==> src/rtl/arm_ctrl_pipe.sv <==
// ARM pipeline control path: decodes the instruction in ID, then carries the control bundle
// through ID/EX, EX/MEM and MEM/WB with bubbles, EX condition annulment and a retired counter.
module arm_ctrl_pipe #(
  parameter bit COND_EVAL   = 1'b1,
  parameter bit FLUSH_EXMEM = 1'b0,
  parameter int CNT_W       = 16
) (
  input  logic             clk,
  input  logic             reset,
  input  logic [31:0]      instr_in,
  input  logic             id_valid,
  input  logic             stall,
  input  logic             flush,
  input  logic [3:0]       flags,
  output logic [3:0]       ex_alu_op,
  output logic             ex_am,
  output logic             ex_s_enable,
  output logic             ex_b,
  output logic             ex_bl,
  output logic             ex_branch_taken,
  output logic             mem_load,
  output logic             mem_size_word,
  output logic             mem_rw,
  output logic             mem_enable,
  output logic             wb_rf_enable,
  output logic [CNT_W-1:0] instr_count
);

  typedef struct packed {
    logic [3:0] alu_op;
    logic       am;
    logic       s_enable;
    logic       b;
    logic       bl;
    logic       load;
    logic       size_word;
    logic       rw;
    logic       mem_enable;
    logic       rf_enable;
    logic       valid;
  } ctrl_t;

  typedef struct packed {
    logic load;
    logic size_word;
    logic rw;
    logic mem_enable;
    logic rf_enable;
    logic valid;
  } mem_ctrl_t;

  localparam ctrl_t     CTRL_BUBBLE = ctrl_t'(14'h0000);
  localparam mem_ctrl_t MEM_BUBBLE  = mem_ctrl_t'(6'h00);

  function automatic logic [3:0] dp_alu_op(input logic [3:0] opcode);
    logic [3:0] op_v;
    case (opcode)
      4'b0000: op_v = 4'b0110;
      4'b0001: op_v = 4'b1000;
      4'b0010: op_v = 4'b0010;
      4'b0011: op_v = 4'b0100;
      4'b0100: op_v = 4'b0000;
      4'b0101: op_v = 4'b0001;
      4'b0110: op_v = 4'b0011;
      4'b0111: op_v = 4'b0101;
      4'b1000: op_v = 4'b0110;
      4'b1001: op_v = 4'b1000;
      4'b1010: op_v = 4'b0010;
      4'b1011: op_v = 4'b0000;
      4'b1100: op_v = 4'b0111;
      4'b1101: op_v = 4'b1010;
      4'b1110: op_v = 4'b1100;
      4'b1111: op_v = 4'b1011;
      default: op_v = 4'b0000;
    endcase
    return op_v;
  endfunction

  // nzcv = {N, Z, C, V}; the reserved 1111 condition never passes
  function automatic logic cond_check(input logic [3:0] cond, input logic [3:0] nzcv);
    logic pass_v;
    case (cond)
      4'b0000: pass_v = nzcv[2];
      4'b0001: pass_v = !nzcv[2];
      4'b0010: pass_v = nzcv[1];
      4'b0011: pass_v = !nzcv[1];
      4'b0100: pass_v = nzcv[3];
      4'b0101: pass_v = !nzcv[3];
      4'b0110: pass_v = nzcv[0];
      4'b0111: pass_v = !nzcv[0];
      4'b1000: pass_v = nzcv[1] && !nzcv[2];
      4'b1001: pass_v = !nzcv[1] || nzcv[2];
      4'b1010: pass_v = (nzcv[3] == nzcv[0]);
      4'b1011: pass_v = (nzcv[3] != nzcv[0]);
      4'b1100: pass_v = !nzcv[2] && (nzcv[3] == nzcv[0]);
      4'b1101: pass_v = nzcv[2] || (nzcv[3] != nzcv[0]);
      4'b1110: pass_v = 1'b1;
      default: pass_v = 1'b0;
    endcase
    return pass_v;
  endfunction

  logic [2:0]  instr_cls_s;
  logic [3:0]  opcode_s;
  ctrl_t       dec_s;
  ctrl_t       idex_r;
  logic [3:0]  idex_cond_r;
  logic        cond_pass_s;
  ctrl_t       ex_s;
  mem_ctrl_t   exmem_r;
  logic        memwb_rf_r;
  logic        memwb_valid_r;
  logic [CNT_W-1:0] count_r;

  assign instr_cls_s = instr_in[27:25];
  assign opcode_s    = instr_in[24:21];

  // Combinational decode of the ID instruction into a control bundle
  always_comb begin
    dec_s = CTRL_BUBBLE;
    if (instr_in == 32'h0000_0000) begin
      dec_s = CTRL_BUBBLE;
    end else if (((instr_cls_s == 3'b000) && !(instr_in[7] && instr_in[4])) ||
                 (instr_cls_s == 3'b001)) begin
      dec_s.valid  = 1'b1;
      dec_s.am     = instr_in[25];
      dec_s.alu_op = dp_alu_op(opcode_s);
      // TST/TEQ/CMP/CMN only set flags
      if (opcode_s[3:2] == 2'b10) begin
        dec_s.rf_enable = 1'b0;
        dec_s.s_enable  = 1'b1;
      end else begin
        dec_s.rf_enable = 1'b1;
        dec_s.s_enable  = instr_in[20];
      end
    end else if ((instr_cls_s == 3'b010) ||
                 ((instr_cls_s == 3'b011) && !instr_in[4])) begin
      dec_s.valid      = 1'b1;
      dec_s.am         = instr_in[25];
      dec_s.mem_enable = 1'b1;
      dec_s.size_word  = !instr_in[22];
      dec_s.alu_op     = instr_in[23] ? 4'b0000 : 4'b0010;
      dec_s.load       = instr_in[20];
      dec_s.rw         = !instr_in[20];
      dec_s.rf_enable  = instr_in[20];
    end else if (instr_cls_s == 3'b101) begin
      dec_s.valid     = 1'b1;
      dec_s.am        = instr_in[25];
      dec_s.b         = !instr_in[24];
      dec_s.bl        = instr_in[24];
      dec_s.rf_enable = instr_in[24];
    end else begin
      dec_s = CTRL_BUBBLE;
    end
  end

  // ID/EX control register with bubble insertion
  always_ff @(posedge clk) begin
    if (reset || stall || flush || !id_valid) begin
      idex_r      <= CTRL_BUBBLE;
      idex_cond_r <= 4'b0000;
    end else begin
      idex_r      <= dec_s;
      idex_cond_r <= instr_in[31:28];
    end
  end

  assign cond_pass_s = COND_EVAL ? cond_check(idex_cond_r, flags) : 1'b1;

  // EX-stage bundle with state-changing enables annulled on condition fail
  always_comb begin
    ex_s = idex_r;
    if (!cond_pass_s) begin
      ex_s.s_enable   = 1'b0;
      ex_s.b          = 1'b0;
      ex_s.bl         = 1'b0;
      ex_s.load       = 1'b0;
      ex_s.rw         = 1'b0;
      ex_s.mem_enable = 1'b0;
      ex_s.rf_enable  = 1'b0;
      ex_s.valid      = 1'b0;
    end else begin
      ex_s = idex_r;
    end
  end

  // EX/MEM control register; optionally squashed by a late branch
  always_ff @(posedge clk) begin
    if (reset || (FLUSH_EXMEM && flush)) begin
      exmem_r <= MEM_BUBBLE;
    end else begin
      exmem_r <= '{load: ex_s.load, size_word: ex_s.size_word, rw: ex_s.rw,
                   mem_enable: ex_s.mem_enable, rf_enable: ex_s.rf_enable,
                   valid: ex_s.valid};
    end
  end

  // MEM/WB control register
  always_ff @(posedge clk) begin
    if (reset) begin
      memwb_rf_r    <= 1'b0;
      memwb_valid_r <= 1'b0;
    end else begin
      memwb_rf_r    <= exmem_r.rf_enable;
      memwb_valid_r <= exmem_r.valid;
    end
  end

  // Saturating retired-instruction counter
  always_ff @(posedge clk) begin
    if (reset) begin
      count_r <= {CNT_W{1'b0}};
    end else if (memwb_valid_r && (count_r != {CNT_W{1'b1}})) begin
      count_r <= count_r + {{(CNT_W-1){1'b0}}, 1'b1};
    end else begin
      count_r <= count_r;
    end
  end

  assign ex_alu_op       = ex_s.alu_op;
  assign ex_am           = ex_s.am;
  assign ex_s_enable     = ex_s.s_enable;
  assign ex_b            = ex_s.b;
  assign ex_bl           = ex_s.bl;
  assign ex_branch_taken = ex_s.b | ex_s.bl;
  assign mem_load        = exmem_r.load;
  assign mem_size_word   = exmem_r.size_word;
  assign mem_rw          = exmem_r.rw;
  assign mem_enable      = exmem_r.mem_enable;
  assign wb_rf_enable    = memwb_rf_r;
  assign instr_count     = count_r;

endmodule

==> config.mk <==
export PLATFORM = sky130hd
export DESIGN_NAME = arm_ctrl_pipe
export DESIGN_NICKNAME = d
export VERILOG_FILES = /design/src/rtl/arm_ctrl_pipe.sv
export SDC_FILE = /design/constraint.sdc
export NUM_CORES = 1
export LEC_CHECK = 0
export CAP_MARGIN = 20
export CORE_MARGIN = 10
export CORE_UTILIZATION = 62
export DETAILED_ROUTE_END_ITERATION = 8
export DONT_BUFFER_PORTS = 1
export PLACE_DENSITY = 0.78
export SYNTH_ARGS = -nofsm -noshare
export SYNTH_HDL_FRONTEND = slang
export SYNTH_SLANG_ARGS = --single-unit
==> constraint.sdc <==
create_clock -name clk -period 2.55 [get_ports clk]
set_input_delay 0.3825 -clock clk [delete_from_list [all_inputs] [get_ports clk]]
set_output_delay 0.3825 -clock clk [all_outputs]
set_load 0.1 [all_outputs]
# Word level (Yosys, flattened, before mapping)

Memories as Yosys holds them, arrays and structs flattened.
Cells that the tools add are included.

Register bits after elaboration: 42
Memory bits (read-only): 64
Bits of input ports: 41
Output and inout port bits: 30
Word-level logic and storage cells: 91
Memories: 1

Memory list:

| name             | depth | bits a word | rd ports | clocked after Yosys merged registers in | write ports | RTL line | text |
|---|---|---|---|---|---|---|---|
| (name not given) | 16    | 4           | 1        | 0                                       | 0           | 57       | `case (opcode)` |

Add/sub/neg operators: 1
Equality and inequality tests: 22
Multiplexer cells: 11
Bitwise gates (word level): 4
Reduce and logical (&&, ||, !) cells: 31

Operator list:

| operator                                             | count |
|---|---|
| zero test 32 bit                                     | 1 |
| equality test 4 bit (second input constant)          | 7 |
| adder 16 x 1 -> 16 bit (second input constant)       | 1 |
| equality test 4 x 3 -> 1 bit (second input constant) | 4 |
| != test 16 bit (second input constant)               | 1 |
| case mux 1 bit (15 select lines)                     | 1 |
| zero test 1 bit                                      | 10 |
| equality test 4 x 2 -> 1 bit (second input constant) | 2 |
| logical OR 1 bit                                     | 7 |
| equality test 3 x 2 -> 1 bit (second input constant) | 2 |
| logical AND 1 bit                                    | 6 |
| two-way mux 2 bit                                    | 3 |
| two-way mux 3 bit                                    | 2 |
| two-way mux 6 bit                                    | 1 |
| OR reduction 5 bit                                   | 1 |
| equality test 4 x 1 -> 1 bit (second input constant) | 1 |
| zero test 4 bit                                      | 1 |
| two-way mux 4 bit                                    | 1 |
| OR reduction 2 bit                                   | 2 |
| OR reduction 4 bit                                   | 1 |
| equality test 3 x 1 -> 1 bit (second input constant) | 1 |
| equality test 3 bit (second input constant)          | 1 |
| zero test 3 bit                                      | 1 |
| two-way mux 1 bit                                    | 3 |
| 6 further kinds                                      | 8 |

# Depth between registers and ports, before layout

Gate-level depths: netlist of run 1.

Depth after elaboration: 5
Gate-level depth with buffers: 8
Depth with buffers taken out: 6

# Worst setup path before layout of run 1

OpenSTA, ideal clock, no wires.

Path type: reg-to-output
Start: register idex_cond_r[2]
End: output ex_branch_taken
Data arrival time: 2.693 ns
Required time: 2.168 ns
Slack: -0.526 ns
Stages on the path, launching flop included: 7
Buffers on the path: 1
Cells stage by stage: dfxtp_1 clkbuf_1 mux2i_1 or3_1 a21oi_1 a211oi_2 a21oi_1

Cells in the longest elaborated chain, start to end: 4
Elaborated cells between the ends (all ways): 18
Classes of those cells: 14 x eq/ne; 2 x mux; 1 x bitwise; 1 x reduce/logical

RTL lines:

| what                                              | RTL line | text |
|---|---|---|
| start: declaration                                | 107      | `logic [3:0] idex_cond_r;` |
| start signal: assignment                          | 164      | `idex_cond_r <= instr_in[31:28];` |
| equality test 4 bit, or another cell as far along | 82       | `case (cond)` |
| case mux 1 bit (15 select lines) (*)              | 82       |  |
| two-way mux 4 bit (*)                             | 173      | `if (!cond_pass_s) begin` |
| bitwise OR 1 bit (*)                              | 225      | `assign ex_branch_taken = ex_s.b \| ex_s.bl;` |
| end: declaration                                  | 20       | `output logic ex_branch_taken,` |

Mark *: on every way between the ends. The rest lies on a longest branch, timed or not.

# Worst setup path in the final report of run 1

Start: register idex_cond_r[2]
End: output ex_s_enable

Cells in the longest elaborated chain, start to end: 3
Elaborated cells between the ends (all ways): 17
Classes of those cells: 14 x eq/ne; 2 x mux; 1 x reduce/logical

RTL lines:

| what                                              | RTL line | text |
|---|---|---|
| equality test 4 bit, or another cell as far along | 82       |  |
| case mux 1 bit (15 select lines) (*)              | 82       |  |
| two-way mux 4 bit (*)                             | 173      |  |
| end: declaration                                  | 17       | `output logic ex_s_enable,` |

Marked as above.

==> flow_metrics.env, run 1 <==
export IMPL_syn_area_per_cell_um2=8.75
export IMPL_combPwrFrac_pct=5.9
export IMPL_syn_nets=282
export IMPL_clkPwrFrac_pct=36.2
export IMPL_p_int_mw=0.897
export IMPL_start_util_pct=66.3
export IMPL_fillCellCount=225
export IMPL_cp_common_cell="buf_4"
export IMPL_top_usage_layer="met2"
export IMPL_leakagePower_nw=0.936
export IMPL_arrival_ps=2090
export IMPL_synthArstFlopShare_pct=0
export IMPL_synth_area_leaders="dfxtp_1, nor2_1, xor2_1"
export IMPL_drt_first_pass_iters=4
export IMPL_yosysTopAreaCellShare_pct=40.9
export IMPL_use_met2_pct=28.9
export IMPL_whs_ps=77.9
export IMPL_coreArea_mm2=0.00310
export IMPL_design_area_mm2=0.00237
export IMPL_cts_path_max_buffers=2
export IMPL_grt_usage_pct=16.3
export IMPL_fmax_mhz=404
export IMPL_syn_instance_count=235
export IMPL_cts_root_buf="clkbuf_4"
export IMPL_cp_cell_sequence="inv_2, mux2_1, o21ai_1, a211oi_4, buf_4, a21boi_2, buf_4"
export IMPL_hpwl_um=3940
export IMPL_maxSlewViolCount=0
export IMPL_max_stage_delay_ps=420
export IMPL_layout_setup_ws_ps=77.3
export IMPL_htreeDepth=2
export IMPL_worst_pin_slew_ps=953
export IMPL_switching_share_pct=22.0
export IMPL_grtUsageMet1_pct=16.8
export IMPL_antenna_found_initial=0
export IMPL_grt_max_degree=26
export IMPL_place_inst=291
export IMPL_synth_warnings=0
export IMPL_synth_simple_gate_area_share_pct=29.5
export IMPL_vias=1793
export IMPL_via_per_inst=5.94
export IMPL_slew_headroom_pct=36.4
export IMPL_finish_utilization_pct=76.5
export IMPL_totalWireLength_um=5130
export IMPL_ctsHoldBuffers=0
export IMPL_synth_top_family_by_area="simple AND/OR/NAND/NOR gates"
export IMPL_cp_max_fo=7
export IMPL_cts_buffers=5
export IMPL_area_growth_pct=15.5
export IMPL_crit_buf_inv=3
export IMPL_ys_flop_type="dfxtp_1"
export IMPL_synth_xor_area_share_pct=6.82
export IMPL_clk_latency_ps=360
export IMPL_row_count=20
export IMPL_dpl_cell_area_mm2=0.00225
export IMPL_dieArea_mm2=0.00602
export IMPL_synth_edff_count=0
export IMPL_synth_compound_area_share_pct=10.4
export IMPL_final_period_utilization_pct=97.0
export IMPL_required_ps=2170
export IMPL_critPathKind="reg -> out"
export IMPL_p_per_area_mw_per_mm2=484
export IMPL_drcViolationCount=0
export IMPL_hold_violations=0
export IMPL_synth_area_mm2=0.00206
export IMPL_p_sw_mw=0.253
export IMPL_synth_adder_area_share_pct=3.65
export IMPL_grt_util_met3_pct=6.57
export IMPL_end_kind="output port"
export IMPL_yosysSeqAreaShare_pct=40.9
export IMPL_power_mw=1.15
export IMPL_die_h_um=77.6
export IMPL_synth_mux_area_share_pct=3.65
export IMPL_gp_congestion=0.864
export IMPL_fin_cells=302
export IMPL_grt_pass1_wl_um=8250
export IMPL_grt_overflow=0
export IMPL_grt_pass1_vias=1782
export IMPL_place_ws_ps=360
export IMPL_ant_nets=0
export IMPL_p_seq_share_pct=57.8
export IMPL_num_io_pins=71
export IMPL_crit_family="buffers and inverters"
export IMPL_status="finished, final reports clean"
export IMPL_routedWlPerCell_um=17.0
export IMPL_critPathLaunchType="flop"
export IMPL_layout_drive_gt1_share_pct=21.3
export IMPL_die_x_um=77.6
export IMPL_diodes=0
export IMPL_setup_tns_ps=0
export IMPL_ys_types=47
export IMPL_nets=304
export IMPL_max_cap_viol_count=0
export IMPL_min_path_type="in -> reg"
export IMPL_setup_viol=0
export IMPL_ir_drop_uv=327
export IMPL_clk_transition_reported_paths_ps=130
export IMPL_synth_largest_area_cell="dfxtp_1"
export IMPL_slowest_stage="dfxtp_2"
export IMPL_cts_tree="done"
export IMPL_finClkSkew_ps=12.2
export IMPL_clock_sinks=42
export IMPL_synth_seq_cells=42
export IMPL_drtIter0Drc=170
export IMPL_io_buffers=0
export IMPL_period_minus_slack_ps=2470
==> state kept, by name, summed over array words and instances, names as in the netlist, 2 cells and up <==
name         cells
instr_count     16
idex_r           8
ex_alu_op        4
idex_cond_r      4
exmem_r          2
==> power groups by stage <==
stage	Combinational, mW	Clock (mW)	Sequential, mW
after detailed placement	0.0594	0	0.679
after global routing	0.0748	0.451	0.666
after global placement	0.0552	0	0.679
final	0.0684	0.416	0.665
after floorplan	0.0577	0	0.679
after CTS	0.0611	0.422	0.665
==> final timing paths <==
path / depth (start not counted) / to / slack, ps / startpoint
worst min register to register: 1 / memwb_valid_r / 440 / exmem_r[0]
worst max register to register: 6 / instr_count[15] / 480 / instr_count[0]
worst min-delay path: 1 / memwb_valid_r / 80 / reset
worst max-delay path: 7 / ex_s_enable / 80 / idex_cond_r[2]
==> Yosys cell counts (2+ instances only) <==
| cell | n |
|---|---|
| mux2i_1 | 3 |
| buf_4 | 4 |
| o21ai_0 | 2 |
| nor2_1 | 33 |
| nor3_1 | 4 |
| a21boi_1 | 3 |
| o2111ai_1 | 2 |
| buf_2 | 3 |
| or4_1 | 2 |
| ha_1 | 6 |
| nand4_1 | 11 |
| clkbuf_1 | 6 |
| xnor2_1 | 4 |
| nand3_1 | 12 |
| nor4_1 | 8 |
| inv_1 | 8 |
| nand2b_1 | 5 |
| dfxtp_1 | 42 |
| nor2b_1 | 6 |
| xor2_1 | 12 |
| and4_1 | 3 |
| nand2_1 | 11 |
| a21oi_1 | 12 |
| o21ai_1 | 2 |
| and2_1 | 5 |
| and3_1 | 5 |
==> logic make-up (layout without fill, tap and decap cells) <==
kind of cell             Yosys count  in the layout
AO/OA/AOI/OAI                     31             31
buffers and inverters             23             46
multiplexers                       6              6
XOR/XNOR                          16             16
adder cells (fa/ha/maj)            6              6
AND/OR/NAND/NOR                  111            111
flip-flops                        42             42
==> placed cells by master, fill, tap and decap left out, types with 4 or more instances in the layout <==
master	instances
a21oi_1	10
and2_1	5
and3_1	5
buf_4	27
clkbuf_4	5
dfxtp_1	37
dfxtp_2	5
ha_1	6
inv_1	8
nand2_1	11
nand2b_1	5
nand3_1	12
nand4_1	11
nor2_1	33
nor2b_1	6
nor3_1	4
nor4_1	8
xnor2_1	4
xor2_1	12
==> layout make-up <==
type / instances / area [um^2] / share of cell area, %
Sequential cell: 42 / 847 / 35.7
Clock inverter: 3 / 40.0 / 1.69
Inverter: 9 / 33.8 / 1.42
Tap cell: 44 / 55.1 / 2.32
Clock buffer: 5 / 37.5 / 1.58
Timing Repair Buffer: 29 / 225 / 9.48
Multi-Input combinational cell: 170 / 1140 / 47.8
==> worst register-to-register path: stages (launching register included) <==
cell	delay [ps]
dfxtp_2	350
ha_1	320
nand4_1	120
or4_1	680
and4b_1	330
xnor2_1	150
nor2_1	60
==> what timing repair did <==
| action | 4_1_cts | 5_1_grt |
|---|---|---|
| endpoints found under the setup margin | 4 | 4 |
| resized for setup | 1 | 6 |
| pin swaps | 0 | 1 |
| buffers inserted | 0 | 3 |
==> routing by layer <==
| layer | vias to the layer above | routed length (um) |
|---|---|---|
| li1 | 864 | - |
| met1 | 851 | 2020 |
| met2 | 70 | 2590 |
| met3 | 8 | 452 |
| met4 | 0 | 70 |
| met5 | - | 0 |
(Power assumes the default switching activity.)
==> inputs of run 2 (changes only) <==
- SLEW_MARGIN: default -> 20
==> results of run 2 <==
Final layout, timing and power as in run 1 (identical DEF).
